## src/rtl/vram_fetch_arbiter_if.sv

```systemverilog
// Bundle of the three renderer fetch ports and the shared VRAM read port.
// slave = arbiter side, master = renderers/VRAM side.
interface vram_fetch_arbiter_if #(
    parameter int ADDR_WIDTH = 15
);
    logic [ADDR_WIDTH-1:0] l0_addr;
    logic                  l0_strobe;
    logic                  l0_ack;
    logic [ADDR_WIDTH-1:0] l1_addr;
    logic                  l1_strobe;
    logic                  l1_ack;
    logic [ADDR_WIDTH-1:0] spr_addr;
    logic                  spr_strobe;
    logic                  spr_ack;
    logic [31:0]           rddata;
    logic [ADDR_WIDTH-1:0] vram_addr;
    logic                  vram_strobe;
    logic                  vram_ack;
    logic [31:0]           vram_rddata;
    logic                  busy;

    modport slave (
        input  l0_addr, l0_strobe,
        input  l1_addr, l1_strobe,
        input  spr_addr, spr_strobe,
        input  vram_ack, vram_rddata,
        output l0_ack, l1_ack, spr_ack,
        output rddata, vram_addr, vram_strobe, busy
    );

    modport master (
        output l0_addr, l0_strobe,
        output l1_addr, l1_strobe,
        output spr_addr, spr_strobe,
        output vram_ack, vram_rddata,
        input  l0_ack, l1_ack, spr_ack,
        input  rddata, vram_addr, vram_strobe, busy
    );
endinterface

```

## src/rtl/vram_fetch_arbiter.sv

```systemverilog
// Three-way VRAM fetch arbiter, one outstanding read at a time.
// Define VRAM_ARB_ROUND_ROBIN_EN for round-robin; default is fixed l0>l1>spr.
module vram_fetch_arbiter #(
    parameter int ADDR_WIDTH = 15
) (
    input  logic                  clk,
    input  logic                  rst,
    vram_fetch_arbiter_if.slave   bus
);
    typedef enum logic {
        IDLE,
        WAIT_ACK
    } state_e;

    state_e                state_q, state_d;
    logic [1:0]            grant_q, grant_d;
    logic [ADDR_WIDTH-1:0] addr_q, addr_d;

    logic [3:0]            req;
    logic [1:0]            base;
    logic [2:0]            idx;
    logic [1:0]            win;
    logic                  win_vld;
    logic                  ack_cyc;

    assign req = {1'b0, bus.spr_strobe, bus.l1_strobe, bus.l0_strobe};

`ifdef VRAM_ARB_ROUND_ROBIN_EN
    logic [1:0] ptr_q, ptr_d;

    assign base = ptr_q;

    always_comb begin
        ptr_d = ptr_q;
        if (state_q == IDLE && win_vld) begin
            ptr_d = (win == 2'd2) ? 2'd0 : win + 2'd1;
        end
    end

    always_ff @(posedge clk) begin
        if (rst) begin
            ptr_q <= 2'd0;
        end else begin
            ptr_q <= ptr_d;
        end
    end
`else
    assign base = 2'd0;
`endif

    // Cyclic search starting at base; base is 0 for fixed priority.
    always_comb begin
        win_vld = 1'b0;
        win     = 2'd0;
        idx     = 3'd0;
        for (int i = 0; i < 3; i++) begin
            idx = {1'b0, base} + 3'(i);
            if (idx >= 3'd3) begin
                idx = idx - 3'd3;
            end
            if (!win_vld && req[idx[1:0]]) begin
                win_vld = 1'b1;
                win     = idx[1:0];
            end
        end
    end

    always_comb begin
        state_d = state_q;
        grant_d = grant_q;
        addr_d  = addr_q;
        unique case (state_q)
            IDLE: begin
                if (win_vld) begin
                    state_d = WAIT_ACK;
                    grant_d = win;
                    case (win)
                        2'd0:    addr_d = bus.l0_addr;
                        2'd1:    addr_d = bus.l1_addr;
                        default: addr_d = bus.spr_addr;
                    endcase
                end
            end
            WAIT_ACK: begin
                if (bus.vram_ack) begin
                    state_d = IDLE;
                end
            end
            default: state_d = IDLE;
        endcase
    end

    always_ff @(posedge clk) begin
        if (rst) begin
            state_q <= IDLE;
            grant_q <= 2'd0;
            addr_q  <= '0;
        end else begin
            state_q <= state_d;
            grant_q <= grant_d;
            addr_q  <= addr_d;
        end
    end

    assign ack_cyc         = (state_q == WAIT_ACK) && bus.vram_ack;
    assign bus.l0_ack      = ack_cyc && (grant_q == 2'd0);
    assign bus.l1_ack      = ack_cyc && (grant_q == 2'd1);
    assign bus.spr_ack     = ack_cyc && (grant_q == 2'd2);
    assign bus.rddata      = bus.vram_rddata;
    assign bus.vram_addr   = addr_q;
    assign bus.vram_strobe = (state_q == WAIT_ACK) && !bus.vram_ack;
    assign bus.busy        = (state_q == WAIT_ACK);
endmodule

```

## src/flat_wrapper.sv

```systemverilog
// flat-port wrapper written by rule: the top's interface ports become plain ports
module vram_fetch_arbiter_flat 
#(
    parameter int ADDR_WIDTH = 15
)
  (clk, rst, bus_l0_addr, bus_l0_strobe, bus_l1_addr, bus_l1_strobe, bus_spr_addr, bus_spr_strobe, bus_vram_ack, bus_vram_rddata, bus_l0_ack, bus_l1_ack, bus_spr_ack, bus_rddata, bus_vram_addr, bus_vram_strobe, bus_busy);
  vram_fetch_arbiter_if #(.ADDR_WIDTH(ADDR_WIDTH)) bus_i ();
  input  logic clk;
  input  logic rst;
  input wire logic [$bits(bus_i.l0_addr)-1:0] bus_l0_addr;
  input wire logic [$bits(bus_i.l0_strobe)-1:0] bus_l0_strobe;
  input wire logic [$bits(bus_i.l1_addr)-1:0] bus_l1_addr;
  input wire logic [$bits(bus_i.l1_strobe)-1:0] bus_l1_strobe;
  input wire logic [$bits(bus_i.spr_addr)-1:0] bus_spr_addr;
  input wire logic [$bits(bus_i.spr_strobe)-1:0] bus_spr_strobe;
  input wire logic [$bits(bus_i.vram_ack)-1:0] bus_vram_ack;
  input wire logic [$bits(bus_i.vram_rddata)-1:0] bus_vram_rddata;
  output wire logic [$bits(bus_i.l0_ack)-1:0] bus_l0_ack;
  output wire logic [$bits(bus_i.l1_ack)-1:0] bus_l1_ack;
  output wire logic [$bits(bus_i.spr_ack)-1:0] bus_spr_ack;
  output wire logic [$bits(bus_i.rddata)-1:0] bus_rddata;
  output wire logic [$bits(bus_i.vram_addr)-1:0] bus_vram_addr;
  output wire logic [$bits(bus_i.vram_strobe)-1:0] bus_vram_strobe;
  output wire logic [$bits(bus_i.busy)-1:0] bus_busy;
  assign bus_i.l0_addr = bus_l0_addr;
  assign bus_i.l0_strobe = bus_l0_strobe;
  assign bus_i.l1_addr = bus_l1_addr;
  assign bus_i.l1_strobe = bus_l1_strobe;
  assign bus_i.spr_addr = bus_spr_addr;
  assign bus_i.spr_strobe = bus_spr_strobe;
  assign bus_i.vram_ack = bus_vram_ack;
  assign bus_i.vram_rddata = bus_vram_rddata;
  assign bus_l0_ack = bus_i.l0_ack;
  assign bus_l1_ack = bus_i.l1_ack;
  assign bus_spr_ack = bus_i.spr_ack;
  assign bus_rddata = bus_i.rddata;
  assign bus_vram_addr = bus_i.vram_addr;
  assign bus_vram_strobe = bus_i.vram_strobe;
  assign bus_busy = bus_i.busy;
  vram_fetch_arbiter #(.ADDR_WIDTH(ADDR_WIDTH)) u_core (.clk(clk), .rst(rst), .bus(bus_i));
endmodule
```

## config.mk

```make
export PLATFORM = sky130hd
export DESIGN_NAME = vram_fetch_arbiter_flat
export DESIGN_NICKNAME = d
export VERILOG_FILES = /design/src/rtl/vram_fetch_arbiter_if.sv /design/src/rtl/vram_fetch_arbiter.sv /design/src/flat_wrapper.sv
export SDC_FILE = /design/constraint.sdc
export NUM_CORES = 1
export LEC_CHECK = 0
export CORE_UTILIZATION = 32
export CTS_CLUSTER_SIZE = 24
export DETAILED_ROUTE_END_ITERATION = 8
export PLACE_DENSITY = 0.86
export SYNTH_ARGS = -nofsm -noshare
export SYNTH_HDL_FRONTEND = slang
export SYNTH_SLANG_ARGS = --single-unit
```

## constraint.sdc

```tcl
create_clock -name clk -period 3.8 [get_ports clk]
set_input_delay 0.76 -clock clk [delete_from_list [all_inputs] [get_ports clk]]
set_output_delay 0.76 -clock clk [all_outputs]
set_load 0.05 [all_outputs]
```

==> results of run 1 <==
## sequential cells by signal, indices dropped and copies added (netlist names)
| name | flops |
|---|---|
| u_core.bus.vram_addr | 15 |
| u_core.grant_q | 2 |
| u_core.bus.busy | 1 |
## final cells by class
cell class                 count  area (um2)
inverter                       1       3.754
tap                           50       62.56
fill                         407        2151
timing repair buffer          76       745.7
multi-input combinational    108       708.2
sequential                    18       360.3
clock buffer                   4       55.05
## worst min-delay path by stage
stage	start	to	slack (ps)	cells after the start
2_1_floorplan	u_core.grant_q[0]$_SDFFE_PP0P_	u_core.grant_q[0]$_SDFFE_PP0P_	480	2
3_3_place_gp	u_core.bus.vram_addr[7]$_SDFFE_PP0P_	u_core.bus.vram_addr[7]$_SDFFE_PP0P_	500	2
3_5_place_dp	u_core.bus.vram_addr[14]$_SDFFE_PP0P_	u_core.bus.vram_addr[14]$_SDFFE_PP0P_	510	2
4_1_cts	u_core.bus.vram_addr[14]$_SDFFE_PP0P_	u_core.bus.vram_addr[14]$_SDFFE_PP0P_	520	2
5_1_grt	u_core.bus.vram_addr[7]$_SDFFE_PP0P_	u_core.bus.vram_addr[7]$_SDFFE_PP0P_	540	2
6_report	u_core.bus.vram_addr[9]$_SDFFE_PP0P_	u_core.bus.vram_addr[9]$_SDFFE_PP0P_	520	2
## layer usage
metal	vias to the layer above	global-route usage, %
met2	48	29.33
met3	8	3.833
li1	645	-
met4	0	5.729
met1	588	19.78
met5	-	0
## worst max-delay path, delay by kind of cell
family / cells / cell delay, ps
and+or+nand+nor: 2 / 310
buffers and inverters: 2 / 1300
## power by group through the flow
stage / clock network (mW) / registers (mW) / logic [mW]
2_1_floorplan: 0 / 0.284 / 0.182
3_3_place_gp: 0 / 0.222 / 0.256
3_5_place_dp: 0 / 0.223 / 0.259
4_1_cts: 0.160 / 0.219 / 0.260
5_1_grt: 0.171 / 0.222 / 0.274
6_report: 0.157 / 0.219 / 0.258
## layout by cell type (no fill, tap or decap), drive strengths merged, types with 2 or more instances in the layout
cell type,n
nor2,4
dfxtp,18
a311oi,15
nand2,30
buf,6
clkdlybuf4s50,70
nor3,2
clkbuf,4
a21o,15
nor3b,2
a21oi,17
nand3b,15
## kinds of logic (layout without fill, tap and decap cells)
group                  after synthesis  after routing  share of synthesized area [%]
AO/OA/AOI/OAI                       51             51                          29.91
buffers and inverters               48             81                          23.06
flip-flops                          18             18                          25.95
AND/OR/NAND/NOR                     57             57                          21.08
## through the flow
| step | hold WS [ps] | cells | instance area, um2 | setup WS, ps | total power [mW] |
|---|---|---|---|---|---|
| floorplan | 475.4 | 174 | 1389 | 1006 | 0.4663 |
| global placement | 504.1 | 253 | 1881 | 705.9 | 0.4788 |
| detailed placement | 510.4 | 253 | 1881 | 666.5 | 0.4825 |
| CTS | 520.2 | 257 | 1936 | 653.5 | 0.6389 |
| global route | 538.9 | 257 | 1936 | 598.5 | 0.6667 |
| finish | 519.3 | 257 | 1936 | 669.0 | 0.6333 |
==> load_flow_metrics.sql, run 1 <==
INSERT INTO impl_metrics (metric_group, metric, value, unit) VALUES
('status', 'run_status', 'completed', ''),
('floorplan', 'io_pins', '135', ''),
('pwr', 'power.static_leakage', '0.7082', 'nW'),
('global_routing', 'grt_util_all_layers', '16.70', '%'),
('sta', 'rsz0062_at_grt', 'no', ''),
('yosys', 'yosysUniqueCellTypes', '23', ''),
('yosys', 'synth_async_sr_flop_share', '0', '%'),
('final_layout', 'finish.net_count', '291', ''),
('routing', 'm1WireLength', '1618', 'um'),
('critical_path', 'crit_path_end_kind', 'primary output', ''),
('placed_design', 'numPortBuffers', '70', ''),
('sta', 'worst_slew_margin_rel', '41.53', '%'),
('pwr', 'switching_power', '0.2161', 'mW'),
('floorplan', 'row_count', '23', ''),
('clock_tree', 'cts_setup_buffers', '0', ''),
('yosys', 'syn-instance-count', '174', ''),
('routing', 'remaining_drc_errors', '0', ''),
('routing', 'post_drt_wl_per_cell', '14.84', 'um'),
('routing', 'avgViaCountPerCell', '5.016', ''),
('routing', 'dr.max_layer_used', 'met4', ''),
('global_routing', 'globalRoute.totalOverflow', '0', ''),
('yosys', 'yosys-top-cells-count', 'sky130_fd_sc_hd__buf_4, sky130_fd_sc_hd__nand2_1, sky130_fd_sc_hd__dfxtp_1', ''),
('pwr', 'sequentialPowerShare', '34.6', '%'),
('critical_path', 'timing.critical_path.to', 'bus_l1_ack', ''),
('yosys', 'mappedNetlistNets', '257', ''),
('yosys', 'synth-main-ff-cell', 'sky130_fd_sc_hd__dfxtp_1', ''),
('pwr', 'clock_power_share', '24.7', '%'),
('routing', 'first_iter_violations', '71', ''),
('hold_path', 'type_of_the_worst_min_delay_path', 'reg2reg', ''),
('global_routing', 'number_of_global_route_vias_before_repair', '1252', ''),
('pwr', 'p_comb_share', '40.7', '%'),
('routing', 'routed_wirelength', '3815', 'um'),
('critical_path', 'crit_path_start', 'bus_vram_ack', ''),
('global_routing', 'grt_pass1_wl', '5830', 'um'),
('sta', 'final-max-slew-violation-count', '0', ''),
('final_layout', 'antenna-diode-count', '0', ''),
('critical_path', 'crit_fanout', '3', ''),
('clock_tree', 'cts_num_sinks', '18', ''),
('critical_path', 'source_of_the_worst_register_to_register_timing_path', 'u_core.bus.busy$_SDFF_PP0_', ''),
('routing', 'routed-via-count', '1289', ''),
('yosys', 'post-synth-top-area-cell', 'sky130_fd_sc_hd__dfxtp_1', ''),
('placed_design', 'dpl.hpwl', '2684', 'um'),
('clock_tree', 'clock_latency', '250', 'ps'),
('critical_path', 'timing.reg2reg.setup_slack', '2470', 'ps'),
('clock_tree', 'cts.root.buffer_cell', 'sky130_fd_sc_hd__clkbuf_8', ''),
('yosys', 'syn_area', '1389', 'um2'),
('critical_path', 'crit_chain', 'clkdlybuf4s50_1 -> nand2_1 -> nor3b_1 -> clkdlybuf4s50_1', ''),
('floorplan', 'die_height', '67.88', 'um'),
('yosys', 'seq_area_frac_synth', '25.95', '%'),
('final_layout', 'final_core_util', '47.37', '%'),
('critical_path', 'worstSetupPathType', 'in2out', ''),
('yosys', 'synth.most_common_cell', 'sky130_fd_sc_hd__buf_4', ''),
('critical_path', 'crit-reg2reg-capture', 'u_core.bus.vram_addr[5]$_SDFFE_PP0P_', ''),
('routing', 'detailroute.wirelength.met2', '1870', 'um'),
('clock_tree', 'cts-buffers-inserted', '3', ''),
('yosys', 'post-synth-top-area-fraction', '25.95', '%'),
('sta', 'fmaxAchievable', '319.4', 'MHz'),
('floorplan', 'chipWidth', '67.88', 'um'),
('pwr', 'sw_frac_of_total', '34.13', '%'),
('sta', 'worst_pin_slew', '874.3', 'ps'),
('placed_design', 'routabilityCongestion', '0.6782', ''),
('floorplan', 'placeableCoreArea', '4086', 'um2'),
('clock_tree', 'cts.reportedPaths.clkPinSlew', '70', 'ps'),
('yosys', 'syn-mean-instance-area', '7.982', 'um2'),
('critical_path', 'critical_path_arrival', '2370', 'ps'),
('floorplan', 'floorplan.die_area', '4608', 'um2'),
('final_layout', 'final_layout_size_suffix_gt1_share', '10.14', '%'),
('critical_path', 'worst-endpoint-required', '3040', 'ps'),
('pwr', 'internal-power', '0.4172', 'mW'),
('critical_path', 'slowest_stage', 'sky130_fd_sc_hd__clkdlybuf4s50_1', ''),
('sta', 'final_critical_period', '3131', 'ps');
Note: power is estimated with default switching activity, not from simulation.
==> run 2: changes to the inputs <==
--- a/config.mk
+++ b/config.mk
@@ -5,10 +5,10 @@
 export SDC_FILE = /design/constraint.sdc
 export NUM_CORES = 1
 export LEC_CHECK = 0
-export CORE_UTILIZATION = 32
+export CORE_UTILIZATION = 30
 export CTS_CLUSTER_SIZE = 24
 export DETAILED_ROUTE_END_ITERATION = 8
-export PLACE_DENSITY = 0.86
+export PLACE_DENSITY = 0.81
 export SYNTH_ARGS = -nofsm -noshare
 export SYNTH_HDL_FRONTEND = slang
 export SYNTH_SLANG_ARGS = --single-unit
==> constraint.sdc (replaced) <==
create_clock -name clk -period 3.22 [get_ports clk]
set_input_delay 0.644 -clock clk [delete_from_list [all_inputs] [get_ports clk]]
set_output_delay 0.644 -clock clk [all_outputs]
set_load 0.05 [all_outputs]
==> run 2 against run 1 <==
- worst setup slack lost 350 ps
- via count grew 0.85%
- clock power grew 17%
- global-route usage shrank 0.95 points
- utilization shrank 3.5 points
- clock-buffer cell count is the same
- largest cell class unchanged
- largest power group unchanged
==> load_flow_metrics.sql, run 2 (same netlist as run 1, synthesis figures left out) <==
INSERT INTO impl_metrics (metric_group, metric, value, unit) VALUES
('critical_path', 'slowest_stage', 'sky130_fd_sc_hd__clkdlybuf4s50_1', ''),
('critical_path', 'path_depth', '4', ''),
('routing', 'routed-via-count', '1300', ''),
('global_routing', 'antenna_found_initial', '0', ''),
('critical_path', 'crit-reg2reg-capture', 'u_core.bus.vram_addr[6]$_SDFFE_PP0P_', ''),
('final_layout', 'finalNonFillerCells', '259', ''),
('critical_path', 'crit_fanout', '3', ''),
('pwr', 'internal-power', '0.4920', 'mW'),
('critical_path', 'worst_path_dominant_cell_family', 'buffers and inverters', ''),
('pwr', 'power.ir.vdd_worst', '146.6', 'uV'),
('clock_tree', 'cts.hold.buffers_added', '0', ''),
('flow_run', 'timing.max_cap.violations', '0', ''),
('final_layout', 'antenna-diode-count', '0', ''),
('clock_tree', 'post_cts.resized_instances', '0', ''),
('floorplan', 'floorplan.die_area', '4906', 'um2'),
('global_routing', 'number_of_global_route_vias_before_repair', '1241', ''),
('global_routing', 'globalRoute.totalOverflow', '0', ''),
('final_layout', 'finish.net_count', '291', ''),
('sta', 'final-hold-violation-count', '0', ''),
('critical_path', 'timing.critical_path.slowest_cell_delay', '830', 'ps'),
('sta', 'worst_slew_margin_rel', '41.95', '%'),
('final_layout', 'final_common_cell', 'sky130_fd_sc_hd__clkdlybuf4s50_1', ''),
('sta', 'layout_worst_path_cycle_share', '89.99', '%'),
('placed_design', 'placed_cells', '255', ''),
('clock_tree', 'cts.reportedPaths.clkPinSlew', '70', 'ps'),
('clock_tree', 'cts-buffers-inserted', '3', ''),
('pwr', 'pwr_cell_area', '385.3', 'nW/um2'),
('status', 'run_status', 'completed', ''),
('clock_tree', 'tritoncts', 'done', ''),
('clock_tree', 'clock_latency', '250', 'ps'),
('sta', 'timing.hold.ws', '513.7', 'ps'),
('final_layout', 'largest_reg_flops', '15', ''),
('sta', 'final-max-slew-violation-count', '0', ''),
('routing', 'first_iter_violations', '56', ''),
('routing', 'route.antenna.remaining_nets', '0', ''),
('clock_tree', 'cts.root.buffer_cell', 'sky130_fd_sc_hd__clkbuf_8', ''),
('floorplan', 'chipWidth', '70.04', 'um'),
('critical_path', 'critical_path.n_buffers_inverters', '2', ''),
('clock_tree', 'cts_setup_buffers', '0', ''),
('critical_path', 'crit_path_frequent_cell', 'sky130_fd_sc_hd__clkdlybuf4s50_1', ''),
('global_routing', 'grt_pass1_wl', '6230', 'um'),
('hold_path', 'min_delay_worst_endpoint', 'u_core.bus.vram_addr[9]$_SDFFE_PP0P_', ''),
('routing', 'remaining_drc_errors', '0', ''),
('routing', 'routed_wirelength', '3860', 'um'),
('critical_path', 'worst-endpoint-required', '2580', 'ps'),
('critical_path', 'crit_path_end_kind', 'primary output', ''),
('pwr', 'sequentialPowerShare', '34.6', '%'),
('global_routing', 'grt_max_degree', '23', ''),
('final_layout', 'final_layout_size_suffix_gt1_share', '10.14', '%'),
('sta', 'final_critical_period', '2898', 'ps'),
('routing', 'avgViaCountPerCell', '5.019', ''),
('clock_tree', 'cts_num_sinks', '18', ''),
('floorplan', 'io_pins', '135', ''),
('pwr', 'switching_power', '0.2548', 'mW'),
('critical_path', 'crit_chain', 'clkdlybuf4s50_1 -> nand2_1 -> nor3b_1 -> clkdlybuf4s50_1', ''),
('critical_path', 'timing.reg2reg.worst_path_depth', '4', ''),
('pwr', 'sw_frac_of_total', '34.12', '%'),
('pwr', 'clock_power_share', '24.6', '%'),
('sta', 'fmaxAchievable', '345.1', 'MHz'),
('critical_path', 'timing.reg2reg.setup_slack', '1880', 'ps'),
('floorplan', 'die_height', '70.04', 'um'),
('hold_path', 'type_of_the_worst_min_delay_path', 'reg2reg', ''),
('global_routing', 'grt_util_all_layers', '15.75', '%'),
('sta', 'rsz0062_at_grt', 'no', ''),
('final_layout', 'top_library_cells_by_usage_in_the_layout_fill_and_taps_aside', 'sky130_fd_sc_hd__clkdlybuf4s50_1, sky130_fd_sc_hd__nand2_1, sky130_fd_sc_hd__dfxtp_1', ''),
('placed_design', 'numPortBuffers', '70', ''),
('critical_path', 'worstSetupPathType', 'in2out', ''),
('sta', 'fin_skew', '1.616', 'ps'),
('critical_path', 'critical_path_arrival', '2250', 'ps'),
('sta', 'worst_pin_slew', '868.0', 'ps'),
('pwr', 'power.static_leakage', '0.7079', 'nW'),
('floorplan', 'placeableCoreArea', '4414', 'um2'),
('final_layout', 'fillers', '445', ''),
('placed_design', 'routabilityCongestion', '0.7097', ''),
('critical_path', 'startpoint_type', 'input port', ''),
('routing', 'post_drt_wl_per_cell', '14.90', 'um'),
('placed_design', 'dpl.hpwl', '2737', 'um'),
('hold_path', 'whs_path_depth', '2', ''),
('sta', 'finalSetupTns', '0', 'ps'),
('routing', 'dr.pass1.iters', '4', ''),
('critical_path', 'source_of_the_worst_register_to_register_timing_path', 'u_core.bus.busy$_SDFF_PP0_', ''),
('clock_tree', 'cts.htree.levels', '1', ''),
('clock_tree', 'ctsLongestPathBuffers', '2', ''),
('floorplan', 'initial_cell_density_of_the_core', '31.46', '%'),
('final_layout', 'area_growth', '39.55', '%'),
('hold_path', 'hp-start', 'u_core.bus.vram_addr[9]$_SDFFE_PP0P_', ''),
('floorplan', 'row_count', '24', ''),
('pwr', 'p_comb_share', '40.8', '%'),
('sta', 'setup_viol_count_final', '0', '');
run 2: cell type report:
| class | count | area [um2] | area share (%) |
|---|---|---|---|
| timing repair buffer | 76 | 745.7 | 38.48 |
| multi-input combinational | 108 | 708.2 | 36.54 |
| sequential | 18 | 360.3 | 18.59 |
| tap | 52 | 65.06 | 3.357 |
| clock buffer | 4 | 55.05 | 2.841 |
| inverter | 1 | 3.754 | 0.1937 |
run 2: power by group through the flow:
| stage | sequential (mW) | combinational, mW | clock (mW) |
|---|---|---|---|
| 2_1_floorplan | 0.336 | 0.215 | 0 |
| 3_3_place_gp | 0.262 | 0.304 | 0 |
| 3_5_place_dp | 0.264 | 0.306 | 0 |
| 4_1_cts | 0.259 | 0.307 | 0.189 |
| 5_1_grt | 0.262 | 0.324 | 0.200 |
| 6_report | 0.259 | 0.305 | 0.183 |
run 2: through the flow:
stage	utilization (%)	area (um2)	power (mW)	worst slack, ps
2_1_floorplan	-	1389	0.5503	552.0
3_3_place_gp	42.66	1883	0.5660	353.7
3_5_place_dp	42.66	1883	0.5698	337.1
4_1_cts	43.91	1938	0.7541	321.9
5_1_grt	43.91	1938	0.7863	223.5
6_report	43.91	1938	0.7468	322.2
run 2: worst max-delay path by stage:
| stage | from | slack (ps) | to |
|---|---|---|---|
| after floorplan | u_core.bus.busy$_SDFF_PP0_ | 550 | bus_l1_ack |
| after global placement | bus_vram_ack | 350 | bus_l1_ack |
| final | bus_vram_ack | 320 | bus_l1_ack |
| after detailed placement | bus_vram_ack | 340 | bus_l1_ack |
| after CTS | bus_vram_ack | 320 | bus_l1_ack |
| after global routing | bus_vram_ack | 220 | bus_l1_ack |
run 2: worst register-to-register path, delay by kind of cell (launching register included):
kind	cells	cell delay [ps]
buffers and inverters	2	330
and+or+nand+nor	1	240
DFF	1	410
AOI/OAI and AO/OA	1	260
run 2: per-layer routing:
| metal | vias up | wire length (um) | GRT usage, % |
|---|---|---|---|
| met4 | 0 | 55 | 6.000 |
| met5 | - | 0 | 0 |
| met2 | 42 | 1888 | 26.60 |
| met1 | 602 | 1724 | 19.95 |
| li1 | 646 | - | - |
| met3 | 10 | 192 | 2.597 |
==> run 3: changes to the inputs <==
--- a/config.mk
+++ b/config.mk
@@ -9,6 +9,8 @@
 export CTS_CLUSTER_SIZE = 24
 export DETAILED_ROUTE_END_ITERATION = 8
 export PLACE_DENSITY = 0.81
+export REMOVE_ABC_BUFFERS = 1
+export SLEW_MARGIN = 20
 export SYNTH_ARGS = -nofsm -noshare
 export SYNTH_HDL_FRONTEND = slang
 export SYNTH_SLANG_ARGS = --single-unit
==> run 3 against run 2 <==
- utilization down 0.14 points
- global-route usage up 3.5 points
- hold slack better by 4.6 ps
- worst setup slack better by 20 ps
- clock power down 14%
- sequential power about the same
- wire length up 22%
- clock skew about the same
- cell count unchanged
- critical path depth unchanged
- combinational power about the same
- largest cell class unchanged
==> load_flow_metrics.sql, run 3 (same netlist as run 1, synthesis figures left out) <==
INSERT INTO impl_metrics (metric_group, metric, value, unit) VALUES
('clock_tree', 'ctsLongestPathBuffers', '2', ''),
('routing', 'dr.pass1.iters', '4', ''),
('routing', 'remaining_drc_errors', '0', ''),
('critical_path', 'critical_path_arrival', '2230', 'ps'),
('placed_design', 'routabilityCongestion', '0.7138', ''),
('global_routing', 'grt_pass1_wl', '7245', 'um'),
('routing', 'routed_wirelength', '4705', 'um'),
('sta', 'worst_slew_margin_rel', '40.67', '%'),
('status', 'run_status', 'completed', ''),
('hold_path', 'type_of_the_worst_min_delay_path', 'reg2reg', ''),
('clock_tree', 'tritoncts', 'done', ''),
('final_layout', 'fillers', '464', ''),
('routing', 'post_drt_wl_per_cell', '18.17', 'um'),
('clock_tree', 'post_cts.resized_instances', '0', ''),
('critical_path', 'crit_path_end_kind', 'primary output', ''),
('critical_path', 'startpoint_type', 'input port', ''),
('sta', 'worst_pin_slew', '887.1', 'ps'),
('floorplan', 'die_height', '70.04', 'um'),
('floorplan', 'placeableCoreArea', '4414', 'um2'),
('critical_path', 'worstSetupPathType', 'in2out', ''),
('sta', 'finalSetupTns', '0', 'ps'),
('floorplan', 'floorplan.die_area', '4906', 'um2'),
('placed_design', 'numPortBuffers', '70', ''),
('final_layout', 'final_common_cell', 'sky130_fd_sc_hd__clkdlybuf4s50_1', ''),
('final_layout', 'antenna-diode-count', '0', ''),
('final_layout', 'area_of_the_multi_input_gates', '708.2', 'um2'),
('final_layout', 'finish.net_count', '292', ''),
('floorplan', 'initial_cell_density_of_the_core', '31.46', '%'),
('global_routing', 'grt_util_all_layers', '19.25', '%'),
('sta', 'layout_worst_path_cycle_share', '89.39', '%'),
('pwr', 'power.ir.vdd_worst', '168.6', 'uV'),
('clock_tree', 'cts.hold.buffers_added', '0', ''),
('placed_design', 'pre_cts_ws', '350.5', 'ps'),
('pwr', 'power.static_leakage', '0.7053', 'nW'),
('routing', 'avgViaCountPerCell', '5.270', ''),
('floorplan', 'row_count', '24', ''),
('sta', 'final_critical_period', '2878', 'ps'),
('final_layout', 'sequential_cell_area', '360.3', 'um2'),
('global_routing', 'antenna_found_initial', '0', ''),
('clock_tree', 'cts-buffers-inserted', '3', ''),
('clock_tree', 'cts.reportedPaths.clkPinSlew', '70', 'ps'),
('placed_design', 'dpl.hpwl', '3487', 'um'),
('routing', 'routed-via-count', '1365', ''),
('flow_run', 'timing.max_cap.violations', '0', ''),
('final_layout', 'area_growth', '39.10', '%'),
('floorplan', 'chipWidth', '70.04', 'um'),
('critical_path', 'worst-endpoint-required', '2580', 'ps'),
('clock_tree', 'cts.htree.levels', '1', ''),
('routing', 'first_iter_violations', '69', ''),
('sta', 'rsz0062_at_grt', 'no', ''),
('sta', 'final-hold-violation-count', '0', ''),
('clock_tree', 'clock_latency', '250', 'ps'),
('global_routing', 'globalRoute.totalOverflow', '0', ''),
('sta', 'final-max-slew-violation-count', '0', ''),
('final_layout', 'largest_reg_flops', '15', ''),
('final_layout', 'top_library_cells_by_usage_in_the_layout_fill_and_taps_aside', 'sky130_fd_sc_hd__clkdlybuf4s50_1, sky130_fd_sc_hd__nand2_1, sky130_fd_sc_hd__dfxtp_1', ''),
('routing', 'route.antenna.remaining_nets', '0', ''),
('clock_tree', 'cts_num_sinks', '18', ''),
('pwr', 'pwr_cell_area', '373.8', 'nW/um2'),
('floorplan', 'io_pins', '135', ''),
('critical_path', 'crit_fanout', '3', ''),
('sta', 'setup_viol_count_final', '0', ''),
('global_routing', 'number_of_global_route_vias_before_repair', '1369', ''),
('sta', 'final_critical_path_setup_slack', '341.8', 'ps'),
('sta', 'fin_skew', '1.481', 'ps'),
('final_layout', 'final_layout_size_suffix_gt1_share', '10.14', '%'),
('clock_tree', 'cts.root.buffer_cell', 'sky130_fd_sc_hd__clkbuf_8', ''),
('clock_tree', 'cts_setup_buffers', '0', ''),
('global_routing', 'grt_max_degree', '33', ''),
('sta', 'fmaxAchievable', '347.4', 'MHz');
## run 3: worst paths after layout
check                                            start                                    to  slack (ps)  cells past startpoint
setup / recovery                          bus_vram_ack                            bus_l1_ack         340                      4
hold / removal    u_core.bus.vram_addr[7]$_SDFFE_PP0P_  u_core.bus.vram_addr[7]$_SDFFE_PP0P_         520                      2
setup reg to reg            u_core.bus.busy$_SDFF_PP0_  u_core.bus.vram_addr[5]$_SDFFE_PP0P_        1900                      4
hold reg to reg   u_core.bus.vram_addr[7]$_SDFFE_PP0P_  u_core.bus.vram_addr[7]$_SDFFE_PP0P_         520                      2
## run 3: through the flow
| step | cells | cell area (um2) | hold WS (ps) | utilization [%] | power [mW] |
|---|---|---|---|---|---|
| floorplan | 127 | 1072 | 469.2 | - | 0.4226 |
| global placement | 256 | 1891 | 494.2 | 42.83 | 0.5670 |
| detailed placement | 256 | 1891 | 509.2 | 42.83 | 0.5707 |
| CTS | 259 | 1932 | 521.0 | 43.76 | 0.7337 |
| global route | 259 | 1932 | 538.1 | 43.76 | 0.7644 |
| finish | 259 | 1932 | 518.3 | 43.76 | 0.7222 |
## run 3: report_power, final
group          switching (mW)  internal (mW)
Combinational           0.167          0.139
Clock                  0.0741         0.0831
Sequential             0.0132          0.246
Total                   0.254          0.468
## run 3: metal layers
metal / routed length (um) / GRT usage [%] / vias up
li1: - / - / 645
met5: 0 / 5.556 / -
met4: 31 / 2.667 / 0
met2: 1872 / 25.43 / 92
met3: 634 / 13.28 / 4
met1: 2165 / 25.51 / 624
## run 3: area by class of cell
type	count	share of cell area, %
timing repair buffer	77	38.99
multi-input combinational	108	36.66
sequential	18	18.65
tap	52	3.368
clock buffer	3	2.137
inverter	1	0.1943
## run 3: worst max-delay path, cell delays in order
cell	delay (ps)
sky130_fd_sc_hd__clkdlybuf4s50_1	470
sky130_fd_sc_hd__nand2_1	90
sky130_fd_sc_hd__nor3b_1	200
sky130_fd_sc_hd__clkdlybuf4s50_1	830
